--- src/rtl/piso_bit_feeder_pkg.sv ---
// Shared types and sizing helpers for the parallel-in/serial-out bit feeder.
package piso_bit_feeder_pkg;

  typedef enum logic {
    IDLE  = 1'b0,
    SHIFT = 1'b1
  } state_e;

  // Bit-counter width for a word of the given length (never below 1 bit).
  function automatic int unsigned cnt_width(input int unsigned width);
    return (width < 2) ? 1 : $clog2(width);
  endfunction

endpackage

--- src/rtl/piso_bit_feeder.sv ---
// Serialises WIDTH-bit words one bit per clock for the downstream sequence
// detector, with gap-free reload so back-to-back words form a contiguous stream.
module piso_bit_feeder
  import piso_bit_feeder_pkg::*;
#(
  parameter int unsigned WIDTH     = 8,
  parameter bit          MSB_FIRST = 1'b1,
  parameter bit          IDLE_BIT  = 1'b0
) (
  input  logic             clk,
  input  logic             rst,
  input  logic [WIDTH-1:0] din,
  input  logic             din_valid,
  output logic             din_ready,
  output logic             x_out,
  output logic             x_valid,
  output logic             x_last,
  output logic             busy
);

  localparam int unsigned   CW       = cnt_width(WIDTH);
  localparam logic [CW-1:0] CNT_LAST = CW'(WIDTH - 1);

  state_e           state_q, state_d;
  logic [WIDTH-1:0] sr_q, sr_d;
  logic [CW-1:0]    cnt_q, cnt_d;

  logic             last_c;
  logic             accept_c;
  logic             head_c;
  logic [WIDTH-1:0] shifted_c;

  assign last_c    = (state_q == SHIFT) && (cnt_q == CNT_LAST);
  assign din_ready = rst && ((state_q == IDLE) || last_c);
  assign accept_c  = din_valid && din_ready;

  // Head bit and the register contents after one shift toward the head.
  assign head_c    = MSB_FIRST ? sr_q[WIDTH-1] : sr_q[0];
  assign shifted_c = MSB_FIRST ? {sr_q[WIDTH-2:0], 1'b0} : {1'b0, sr_q[WIDTH-1:1]};

  // Serial outputs decode registered state only; din never reaches them.
  assign x_out   = (state_q == SHIFT) ? head_c : IDLE_BIT;
  assign x_valid = (state_q == SHIFT);
  assign x_last  = last_c;
  assign busy    = (state_q == SHIFT);

  always_ff @(posedge clk or negedge rst) begin
    if (!rst) begin
      state_q <= IDLE;
      sr_q    <= '0;
      cnt_q   <= '0;
    end else begin
      state_q <= state_d;
      sr_q    <= sr_d;
      cnt_q   <= cnt_d;
    end
  end

  always_comb begin
    state_d = state_q;
    sr_d    = sr_q;
    cnt_d   = cnt_q;
    unique case (state_q)
      IDLE: begin
        if (accept_c) begin
          sr_d    = din;
          cnt_d   = '0;
          state_d = SHIFT;
        end
      end
      SHIFT: begin
        if (last_c) begin
          // Reload on the last bit keeps x_valid high across the word boundary.
          if (accept_c) begin
            sr_d  = din;
            cnt_d = '0;
          end else begin
            sr_d    = shifted_c;
            cnt_d   = '0;
            state_d = IDLE;
          end
        end else begin
          sr_d  = shifted_c;
          cnt_d = cnt_q + CW'(1);
        end
      end
      default: state_d = IDLE;
    endcase
  end

endmodule

--- config.mk ---
export PLATFORM = sky130hd
export DESIGN_NAME = piso_bit_feeder
export DESIGN_NICKNAME = d
export VERILOG_FILES = /design/src/rtl/piso_bit_feeder_pkg.sv /design/src/rtl/piso_bit_feeder.sv
export SDC_FILE = /design/constraint.sdc
export NUM_CORES = 1
export LEC_CHECK = 0
export CAP_MARGIN = 20
export CORE_MARGIN = 2
export CORE_UTILIZATION = 28
export CTS_CLUSTER_DIAMETER = 60
export DETAILED_ROUTE_END_ITERATION = 10
export PLACE_DENSITY = 0.47
export SETUP_SLACK_MARGIN = 0.3
export SYNTH_ARGS = -nofsm -noshare
export SYNTH_HDL_FRONTEND = slang
export SYNTH_SLANG_ARGS = --single-unit
--- constraint.sdc ---
create_clock -name clk -period 2.31 [get_ports clk]
set_clock_uncertainty 0.15 [all_clocks]
set_input_delay 0.5775 -clock clk [delete_from_list [all_inputs] [get_ports clk]]
set_output_delay 0.5775 -clock clk [all_outputs]
set_load 0.01 [all_outputs]
==> results.ini <==
[floorplan]
num_rows = 17
dieHeight_um = 52.8
die_area_um2 = 2790
core_area_um2 = 2230
ios = 16
start_util = 0.299
die_w_um = 52.8

[placed_design]
place_inst = 96
portBuffers = 15
gp_congestion = 0.663
place_hpwl_um = 827
place_ws_ps = -162

[route]
drtPass1Iterations = 2
drc = 0
routed_wl_mm = 1.21
vias_per_cell = 4.34
vias = 447
drt_iter0_markers = 1
wl_per_cell_um = 11.8
postRouteAntennaNets = 0

[yosys]
synth-edff-count = 0
ys_types = 17
yosysSeqAreaShare = 0.450
synthFlopType = dfrtp_1
yosysTopAreaCellShare = 0.450
synth_top_area_cell = dfrtp_1
syn_area_per_cell_um2 = 13.1
async_reset_ff_frac = 1.00
syn-cell-area_um2 = 667
synth_area_leaders = dfrtp_1 (45%), mux2_2 (20%), mux2_4 (6.8%)
yosysWarnings = 0
ys_top_cells_by_count = dfrtp_1 (12), mux2_2 (12), nand2_1 (6)
synth-seq-cells = 12
synthCells = 51
synth_nets = 64

[timing]
fmax_ghz = 0.470
tightest_slew_ps = 205
min_period_over_period = 0.922
min_period_ps = 2130
hold_viol = 0
slew_headroom = 0.863
worst_slack_ps = 181
setup_viol = 0
rsz0062_at_grt = yes
drv_slew = 0

[critical_path]
cp.required_ps = 1580
crit_type = flop to output pin
timing.rr.end = sr_q[1]
start_kind = flop
critPathLaunch = cnt_q[1]
worstPathMaxFanout = 3
endpoint_kind = output pin
rr_startpoint = cnt_q[1]
rrSetupSlack_ps = 500
rr_worst_depth = 7
arrival_ps = 1400

[clocking]
cts_tree = done
htree_levels = 1
clkLatencyLatePin_ps = 270
root_buffer = clkbuf_4
cts_made_buffers = 3
clock_sinks = 12
clk_transition_reported_paths_ps = 70
clock_path_buffers = 2

[finish]
n_fill_cell = 229
area_growth_pct = 42.6
instances_no_fill = 103
n_antenna_cell = 0
regArea_um2 = 302
drive_above_1_share = 0.520
final_nets = 90
multiInputGateArea_um2 = 342

[worst_hold_path]
min_from = cnt_q[2]
min_to = cnt_q[2]
hp-class = flop to flop
hold-path-cell-count = 2

[pwr]
power_leakage_nw = 0.446
p_seq_frac = 0.365
pwr-share-comb = 0.504
p_sw_w = 0.000285
pwr_density_cell_nw_per_um2 = 1000
design_power_total_w = 0.000952
ir_drop_mv = 0.431
pwr-share-clk = 0.131
p_sw_frac = 0.299
power.internal_w = 0.000667

[grt]
gr-total-overflow = 0
antenna_found_initial = 0
grt_max_degree = 13
grt_pass1_wl_mm = 2.05
grt_pass1_vias = 473
grt_usage = 0.109

[flow_run]
drv_cap = 0

[run_status]
status = complete, no violations

-- registers in the layout (all words and copies together) (netlist names) --
signal  count
busy        1
cnt_q       3
sr_q        8
-- final cells by class --
type | instances | area share
Multi-Input combinational cell | 33 | 0.359
Clock buffer | 3 | 0.0237
Tap cell | 28 | 0.0368
Inverter | 2 | 0.00789
Timing Repair Buffer | 25 | 0.255
Sequential cell | 12 | 0.317
-- kinds of logic (layout without fill, tap and decap cells) --
group / count (synthesis) / in the layout / share of synthesized area
compound gates: 2 / 2 / 0.0263
fa+ha+maj: 2 / 2 / 0.0375
buf+inv: 6 / 30 / 0.0788
flops: 12 / 12 / 0.450
mux: 15 / 15 / 0.270
simple gates: 14 / 14 / 0.137
-- how the worst max path moves through the flow --
stage	to	slack [ps]	cells after the start
2_1_floorplan	din_ready	480	4
4_1_cts	din_ready	160	5
3_5_place_dp	din_ready	-160	3
6_report	din_ready	180	5
5_1_grt	din_ready	110	5
3_3_place_gp	din_ready	-150	3
-- power groups by stage --
stage | Clock [W] | Sequential, W | Combinational (W)
2_1_floorplan | 0 | 0.000329 | 0.000311
3_3_place_gp | 0 | 0.000349 | 0.000401
3_5_place_dp | 0 | 0.000351 | 0.000405
4_1_cts | 0.000135 | 0.000338 | 0.000462
5_1_grt | 0.000143 | 0.000359 | 0.000542
6_report | 0.000125 | 0.000347 | 0.000480
-- layer usage --
metal,vias up,track usage,part of all wire
li1,224,-,-
met1,212,0.120,0.43
met2,9,0.188,0.52
met3,2,0.0171,0.040
met4,0,0.0769,0.0083
met5,-,0,0
-- stage by stage --
stage | utilization | setup TNS (ps) | area (um^2) | hold WS, ps
5_1_grt | 0.426 | 0 | 951 | 478
6_report | 0.426 | 0 | 951 | 439
2_1_floorplan | - | 0 | 667 | 132
3_3_place_gp | 0.387 | -321 | 865 | 388
4_1_cts | 0.418 | 0 | 933 | 411
3_5_place_dp | 0.387 | -447 | 865 | 390
-- what timing repair did --
action / in CTS / in global routing
setup endpoints to repair: 13 / 2
hold buffers: 0 / 0
resized for setup: 17 / 1
pin swaps: 2 / 2
setup buffers: 3 / 1
-- layout by cell type, fill, tap and decap left out, drive strengths merged --
cell type / netlist / final
clkdlybuf4s50: 0 / 12
buf: 4 / 12
dfrtp: 12 / 12
nand3b: 1 / 1
nand2: 6 / 6
and2: 3 / 3
dlygate4sd2: 0 / 1
nor2b: 1 / 1
o32ai: 2 / 2
and2b: 1 / 1
mux2: 15 / 15
inv: 2 / 2
ha: 2 / 2
clkbuf: 0 / 3
nor2: 1 / 1
nand2b: 1 / 1
-- worst max-delay path, stage by stage (launching register included) --
cell	delay, ps
dfrtp_1	420
ha_4	180
ha_4	150
nand2b_4	130
and2_4	150
buf_6	110
Power figures use the tool's default switching activity.
